==> src/rtl/dmem_pkg.sv <==
// ============================================================================
// dmem_pkg : shared types and helper functions for param_data_memory
// Rev 1.0  : initial release
// ============================================================================
`default_nettype none

package dmem_pkg;

  typedef enum logic [0:0] {
    INIT  = 1'b0,
    READY = 1'b1
  } dmem_state_t;

  // Lower half of the array counts up from 0; upper half counts down from 0
  // in two's complement. The caller narrows the result to its word width.
  function automatic logic [63:0] init_pattern(input int idx, input int data_w, input int addr_w);
    logic [63:0] half;
    logic [63:0] val;
    logic [63:0] mask;
    half = 64'd1 << (addr_w - 1);
    if (64'(idx) < half) begin
      val = 64'(idx);
    end else begin
      val = -(64'(idx) - half);
    end
    mask = (data_w >= 64) ? '1 : ((64'd1 << data_w) - 64'd1);
    return val & mask;
  endfunction

  function automatic logic even_parity(input logic [63:0] word);
    return ^word;
  endfunction

endpackage

`default_nettype wire

==> src/rtl/dmem_init_seq.sv <==
// ============================================================================
// dmem_init_seq : post-reset sweep that walks every address once, owning the
//                 memory write port and holding busy until the sweep ends.
// Rev 1.0       : initial release
// ============================================================================
`default_nettype none

module dmem_init_seq
  import dmem_pkg::*;
#(
  parameter int ADDR_W = 5
) (
  input  logic              clock,
  input  logic              clear,
  output logic              init_we,
  output logic [ADDR_W-1:0] init_addr,
  output logic              busy
);

  dmem_state_t       r_state;
  logic [ADDR_W-1:0] r_ptr;
  logic              r_busy;

  always_ff @(posedge clock) begin
    if (clear) begin
      r_state <= INIT;
      r_ptr   <= '0;
      r_busy  <= 1'b1;
    end else if (r_state == INIT) begin
      r_ptr <= r_ptr + 1'b1;
      // Last entry written this edge; requests are accepted from next cycle.
      if (r_ptr == '1) begin
        r_state <= READY;
        r_busy  <= 1'b0;
      end
    end
  end

  assign init_we   = (r_state == INIT) && !clear;
  assign init_addr = r_ptr;
  assign busy      = r_busy;

endmodule

`default_nettype wire

==> src/rtl/param_data_memory.sv <==
// ============================================================================
// param_data_memory : DEPTH x DATA_W data memory, registered 1-cycle read with
//                     read_valid, multi-cycle init sweep. Optional per-word
//                     even parity enabled by macro DMEM_PARITY_EN.
// Rev 1.0           : initial release
// ============================================================================
`default_nettype none

module param_data_memory
  import dmem_pkg::*;
#(
  parameter int DATA_W = 8,
  parameter int ADDR_W = 5
) (
  input  logic              clock,
  input  logic              clear,
  input  logic              signal_memread,
  input  logic              signal_memwrite,
  input  logic [ADDR_W-1:0] address,
  input  logic [DATA_W-1:0] data_to_write,
  output logic [DATA_W-1:0] data_out,
  output logic              read_valid,
  output logic              busy,
  output logic              parity_error
);

  localparam int DEPTH = 1 << ADDR_W;
`ifdef DMEM_PARITY_EN
  localparam int MEM_W = DATA_W + 1;
`else
  localparam int MEM_W = DATA_W;
`endif

  logic              w_init_we;
  logic [ADDR_W-1:0] w_init_addr;
  logic              w_busy;

  dmem_init_seq #(.ADDR_W(ADDR_W)) u_init_seq (
    .clock     (clock),
    .clear     (clear),
    .init_we   (w_init_we),
    .init_addr (w_init_addr),
    .busy      (w_busy)
  );

  logic [MEM_W-1:0]  r_mem [DEPTH];
  logic [DATA_W-1:0] r_data_out;
  logic              r_read_valid;

  logic              w_user_ok;
  logic              w_we;
  logic [ADDR_W-1:0] w_wr_addr;
  logic [DATA_W-1:0] w_wr_data;
  logic [MEM_W-1:0]  w_wr_word;
  logic [MEM_W-1:0]  w_rd_word;
  logic [DATA_W-1:0] w_pattern;

  // User requests are only honoured in READY and never in a clear cycle.
  assign w_user_ok = !w_busy && !clear;
  assign w_pattern = DATA_W'(init_pattern(32'(w_init_addr), DATA_W, ADDR_W));
  assign w_rd_word = r_mem[address];

  always_comb begin
    w_we      = 1'b0;
    w_wr_addr = address;
    w_wr_data = data_to_write;
    if (w_init_we) begin
      w_we      = 1'b1;
      w_wr_addr = w_init_addr;
      w_wr_data = w_pattern;
    end else if (w_user_ok && signal_memwrite) begin
      w_we = 1'b1;
    end
  end

`ifdef DMEM_PARITY_EN
  assign w_wr_word = {even_parity(64'(w_wr_data)), w_wr_data};
`else
  assign w_wr_word = w_wr_data;
`endif

  always_ff @(posedge clock) begin
    if (w_we) begin
      r_mem[w_wr_addr] <= w_wr_word;
    end
  end

  // Nonblocking storage update makes a same-address read return the old word.
  always_ff @(posedge clock) begin
    if (clear) begin
      r_data_out   <= '0;
      r_read_valid <= 1'b0;
    end else if (w_user_ok && signal_memread) begin
      r_data_out   <= w_rd_word[DATA_W-1:0];
      r_read_valid <= 1'b1;
    end else begin
      r_read_valid <= 1'b0;
    end
  end

`ifdef DMEM_PARITY_EN
  logic r_parity_error;

  always_ff @(posedge clock) begin
    if (clear) begin
      r_parity_error <= 1'b0;
    end else if (w_user_ok && signal_memread &&
                 (even_parity(64'(w_rd_word[DATA_W-1:0])) != w_rd_word[DATA_W])) begin
      r_parity_error <= 1'b1;
    end
  end

  assign parity_error = r_parity_error;
`else
  assign parity_error = 1'b0;
`endif

  assign data_out   = r_data_out;
  assign read_valid = r_read_valid;
  assign busy       = w_busy;

endmodule

`default_nettype wire

==> config.mk <==
export PLATFORM = sky130hd
export DESIGN_NAME = param_data_memory
export DESIGN_NICKNAME = d
export VERILOG_FILES = /design/src/rtl/dmem_pkg.sv /design/src/rtl/dmem_init_seq.sv /design/src/rtl/param_data_memory.sv
export SDC_FILE = /design/constraint.sdc
export NUM_CORES = 1
export LEC_CHECK = 0
export CAP_MARGIN = 20
export CORE_MARGIN = 2
export CORE_UTILIZATION = 35
export DETAILED_ROUTE_END_ITERATION = 8
export PLACE_DENSITY = 0.58
export SLEW_MARGIN = 15
export SYNTH_ARGS = -nofsm -noshare
export SYNTH_HDL_FRONTEND = slang
export SYNTH_SLANG_ARGS = --single-unit
==> constraint.sdc <==
create_clock -name clock -period 7.5 [get_ports clock]
set_input_delay 0.75 -clock clock [delete_from_list [all_inputs] [get_ports clock]]
set_output_delay 0.75 -clock clock [all_outputs]
set_load 0.01 [all_outputs]
==> metrics.txt, run 1 <==
# clock sinks=272; Num CTS Buffers=28; worst-path maximum fanout=19; Hold Crit Class=flop to flop; vias=5663; Vias/cell=5.22; Initial Util=35.8%; final setup margin=4.22 ns; drt drc=0; row count=64; synthesis warning total=0; H-tree Lvls=1; outcome=finished clean; slowest CP cell=clkdlybuf4s50_1; final clock skew=0.0160 ns; Post-Place Worst Slack=3.60 ns; Synth Net Count=655; Area after DPL=0.0117 mm^2; CTS tree=built; endpoints failing setup=0; post-layout util=41.0%; Post-Syn Area=0.0110 mm^2; worst hold margin=0.499 ns; placed instance count=1031; DR WL/cell=22.3 um; Die Area=0.0329 mm^2; setup bufs post-CTS=0; Power, Total=3.21 mW; Worst setup SP type=input port; Peak VDD IR=0.181 mV; Critical Path Start=clear; Internal Pwr Total=2.54 mW; Clock Path Buffers=3; HPWL Detailed=15200 um; share of cells above drive strength 1=11.9%; Cells after Synth=635; Clk network pwr share=41.7%; family with the most delay on the worst path=simple AND/OR/NAND/NOR gates; largest net degree at the start of global routing=56; GRT Util Overall=14.7%; combinational fraction of design power=5.8%; Worst Path Buf+Inv=1; MaxCap Viol Count=0; flops & latches, synth=272; post-detailed-route count of antenna-violating nets=0; Fmax=0.305 GHz; width of the die=181 um; CP endpoint=r_mem[26][2]; PD cells=255 mW/mm^2; drt pass-1 iters=5; Final Wtd Congestion=0.854; R2R depth=4; Ant. Diodes=0; Synth area leader=edfxtp_1; sequential-to-total area share from yosys stat=72.8%; sw frac=20.8%; hold buffer count at cts=0; most common cell after layout, fill and taps aside=edfxtp_1; gr ovfl total=0; RSZ-0062 raised after global routing=no; Worst R2R Start=u_init_seq.r_state; Worst-path clk slew=0.06 ns; critical path arrival=3.44 ns; Ports=28; cell leakage power=4.30 nW; critical path depth=5; Skew-Pair Late Insertion Delay=0.54 ns; Total Wirelength=24200 um; part of the power in registers=52.5%; vias in the first global route=5815; final net count=686; sw power=0.669 mW; worst reg2reg setup slack=4.51 ns; final instance area=0.0126 mm^2; clock root buffer=clkbuf_16; crit-path cells=clkdlybuf4s50_1 -> or2_2 -> mux2i_1 -> nand2_1 -> nor2_1; number of port buffers=26; FF-to-FF End=r_mem[26][2]; Avg Cell Area, Syn=17.3 um^2; Synth top area share=69.9%; core area=0.0307 mm^2; DR iter-0 viols=634; Area contributors post-synth=edfxtp_1 (70%), mux2i_1 (6.8%), mux4_1 (4.5%); Setup CP Type=input port to flop; Max Slew Vio Count=0; min cycle time layout=3.28 ns; final std cells w/o fill=1084; die span in y=181 um; synth-to-layout area growth=14.5%; commonest cells after routing, fill and taps aside=edfxtp_1 (256), mux2i_1 (75), nand2_1 (48); Worst EP required=7.66 ns; first-pass GRT wire length=36300 um; fin crit share=43.8%; post-synthesis cell type count=40; final hold violation count=0; CP endpoint kind=flop; Slew headroom=35.1%; Resize count post-CTS=0; setup TNS=0 ns; initial antenna violation count=0; Worst-Margin Slew=0.969 ns; max incr delay on CP=0.71 ns
[flip-flops by register name, indices dropped and copies added (netlist names)]
name,flops
u_init_seq.r_state,1
u_init_seq.busy,1
read_valid,1
r_mem,256
u_init_seq.init_addr,5
data_out,8
[power groups by stage]
stage          clock network [mW]  logic (mW)  registers (mW)
2_1_floorplan                   0       0.114            1.72
3_3_place_gp                    0       0.178            1.72
3_5_place_dp                    0       0.182            1.72
4_1_cts                      1.36       0.183            1.69
5_1_grt                      1.43       0.198            1.69
6_report                     1.34       0.185            1.69
[cell type report]
type,count,area [um^2]
tap,396,495
sequential,272,8010
fill,2769,18200
timing repair buffer,37,364
clock inverter,11,80.1
clock buffer,41,832
multi-input combinational,322,2790
inverter,5,18.8
[cell usage after synthesis, drive strengths merged]
library cell  number
edfxtp           256
nand4b             1
and2               1
mux4              32
nor4               1
a21boi             1
a21oi             14
o21ai              9
xor2               3
and3               2
o31ai              2
nand2             48
nand3b             2
a221oi             7
buf               20
a21o               4
clkbuf            16
a221o              1
a22oi             23
ha                 3
nand2b             2
dfxtp             16
mux2               8
o41ai              1
nor2b              7
xnor2              2
inv                5
mux2i             75
nand3             15
nor2              46
conb               1
nand4              1
nor3b              1
or2                1
a211oi             1
a22o               7
[worst reg2reg max path, delay by kind of cell (launching register included)]
| kind | cells | cell delay (ns) |
|---|---|---|
| mux | 1 | 0.64 |
| simple gates | 3 | 1.36 |
| flops | 1 | 0.61 |
[kinds of logic (layout without fill, tap and decap cells)]
family	after synthesis	count (layout)	synth area share, %
buffers and inverters	41	94	2.08
multiplexers	115	115	14.8
adder cells (fa/ha/maj)	3	3	0.341
AND/OR/NAND/NOR	128	128	5.03
AO/OA/AOI/OAI	70	70	4.45
other	1	1	0.0341
flip-flops	272	272	72.8
XOR/XNOR	5	5	0.398
[worst min-delay path by stage]
stage                      startpoint           to  slack [ns]  depth (start not counted)
after floorplan           data_out[0]  data_out[0]        0.48                          2
after global placement    data_out[0]  data_out[0]        0.49                          2
final                     data_out[0]  data_out[0]        0.50                          2
after CTS                 data_out[0]  data_out[0]        0.49                          2
after global routing      data_out[0]  data_out[0]        0.55                          2
after detailed placement  data_out[0]  data_out[0]        0.48                          2
[per-layer routing]
| metal | part of all wire [%] | global-route usage (%) | vias to the layer above |
|---|---|---|---|
| li1 | - | - | 2583 |
| met1 | 44 | 20.0 | 2908 |
| met4 | 2.5 | 4.75 | 0 |
| met3 | 3.6 | 2.06 | 45 |
| met2 | 50 | 24.6 | 127 |
| met5 | 0 | 0 | - |
Power figures use the tool's default switching activity.
==> run 2: changes to the inputs <==
Settings changed: PLACE_DENSITY 0.58 to 0.6.
Clock period 7.5 ns to 2.85 ns, I/O delays scaled along.
==> run 2 against run 1 <==
  * Utilization increased by 1.2 points
  * Highest routed layer unchanged
  * First-iteration DRC count decreased by 16%
  * Largest power group unchanged
  * Sequential cell count unchanged
  * Critical endpoint is now r_mem[25][2]
  * Critical path depth increased by 1
  * Final cell count increased by 4.4%
  * Routed wire length increased by 1.6%
==> metrics.txt, run 2 (synthesis gave the netlist of run 1 again) <==
DR WL/cell=21.7 um (-2.7%); Area after DPL=0.0121 mm^2 (+3.5%); worst-path maximum fanout=13 (-6); Multi-input gate area=0.00278 mm^2 (-0.67%); core area=0.0307 mm^2 (unchanged); Worst-path clk slew=0.06 ns (about the same); gr ovfl total=0 (unchanged); Vias/cell=5.19 (-0.74%); Power, Total=8.48 mW (+160%); worst reg2reg setup slack=0.54 ns (-3.97 ns); max reg flops=256 (unchanged); hold buffer count at cts=0 (unchanged); Num CTS Buffers=27 (-3.6%); clock root buffer=clkbuf_16; Seq. cell area=0.00801 mm^2 (unchanged); width of the die=181 um (unchanged); Die Area=0.0329 mm^2 (unchanged); Clock Path Buffers=3 (unchanged); drt drc=0 (unchanged); Ports=28 (unchanged); Fmax=0.434 GHz; Max Slew Vio Count=0 (unchanged); hold path depth=3 (+1); row count=64 (unchanged); Slew headroom=47.0% (+12 points); # clock sinks=272 (unchanged); drt pass-1 iters=4 (-1); outcome=finished clean; Worst EP required=3.08 ns (-4.58 ns); HPWL Detailed=16200 um (+6.4%); Peak VDD IR=0.420 mV (+130%); Worst setup SP type=flop; cell leakage power=4.56 nW (+6.0%); post-layout util=42.1% (+1.2 points); MaxCap Viol Count=0 (unchanged); most common cell after layout, fill and taps aside=edfxtp_1; vias=5870 (+3.7%); fin crit share=80.9%; Hold EP=u_init_seq.init_addr[2]; initial antenna violation count=0 (unchanged); Biggest register=r_mem; Worst R2R Start=u_init_seq.r_state; Total Wirelength=24600 um (+1.6%); Resize count post-CTS=0 (unchanged); final hold violation count=0 (unchanged); largest net degree at the start of global routing=38 (-32%); final clock skew=0.0118 ns (-0.00423 ns); min cycle time layout=2.31 ns; # fillers=2752 (-0.61%); Initial Util=35.8% (unchanged); Hold Crit Class=input port to flop; final net count=738 (+7.6%); H-tree Lvls=1 (unchanged); DR iter-0 viols=533 (-16%); setup bufs post-CTS=0 (unchanged); R2R depth=6 (+2); synth-to-layout area growth=17.8%; first-pass GRT wire length=37100 um (+2.3%); worst hold margin=0.494 ns (-0.00499 ns); CTS tree=built; post-detailed-route count of antenna-violating nets=0 (unchanged); setup TNS=0 ns (unchanged); FF-to-FF End=r_mem[25][2]; hold path start=clear; vias in the first global route=6061 (+4.2%); die span in y=181 um (unchanged); number of port buffers=26 (unchanged); share of cells above drive strength 1=17.5% (+5.6 points); GRT Util Overall=14.8% (+0.075 points); CP endpoint kind=flop; commonest cells after routing, fill and taps aside=edfxtp_1 (256), mux2i_1 (75), buf_4 (63); endpoints failing setup=0 (unchanged); critical path arrival=2.54 ns (-0.90 ns); Worst-Margin Slew=0.795 ns (-0.175 ns); Final Wtd Congestion=0.837 (-2.0%); Setup CP Type=flop to flop; Ant. Diodes=0 (unchanged); Skew-Pair Late Insertion Delay=0.53 ns (about the same); final instance area=0.0130 mm^2 (+2.9%); RSZ-0062 raised after global routing=no; PD cells=655 mW/mm^2 (+160%)
==> run 2: changes by cell type in the layout (fill, tap and decap cells not counted), moves of 2 or more <==
cell       change
buf_4         +53
clkinv_2       -4
bufinv_16      +3
clkbuf_1       -3
clkbuf_16      -3
buf_12         +2
clkbuf_8       -2
clkinv_1       +2
o21ai_2        +2
o21ai_4        -2
==> run 2: final cells by class <==
| cell class | instances | area share, % |
|---|---|---|
| clock buffers | 33 | 5.54 |
| clock inverters | 14 | 1.34 |
| inverters | 5 | 0.145 |
| multi-input cells | 322 | 21.4 |
| flip-flops and latches | 272 | 61.8 |
| well taps | 396 | 3.83 |
| repair buffers | 90 | 5.89 |
==> run 2: worst max-delay path, stage by stage, from the launching register on <==
cell      delay [ns]
dfxtp_1         0.45
or2_2           0.45
nand2_1         0.11
a21boi_0        0.24
nand2_1         0.31
nor2_1          0.23
buf_4           0.22
==> run 2: worst max-delay path by stage <==
stage | start | to | depth (start not counted)
floorplan | u_init_seq.r_state | r_mem[0][3] | 4
global placement | address[1] | r_mem[18][2] | 7
detailed placement | address[1] | r_mem[10][4] | 7
CTS | u_init_seq.r_state | r_mem[25][6] | 6
global route | u_init_seq.r_state | r_mem[25][2] | 6
finish | u_init_seq.r_state | r_mem[25][2] | 6
==> run 2: per-layer routing <==
metal / track usage [%] / routed length (um)
met3: 2.42 / 1470
met2: 24.9 / 12000
met1: 19.9 / 10600
met4: 4.00 / 465
met5: 0 / 0
==> run 2: report_power, final <==
part | switching [mW] | internal, mW | total (mW)
combinational | 0.311 | 0.184 | 0.495
sequential | 0.0173 | 4.42 | 4.44
clock | 1.40 | 2.14 | 3.55
==> run 2: metrics by stage <==
stage	cells	worst slack (ns)
6_report	1132	0.545
2_1_floorplan	635	0.0789
5_1_grt	1132	0.450
3_5_place_dp	1085	0.159
3_3_place_gp	1085	0.262
4_1_cts	1132	0.546
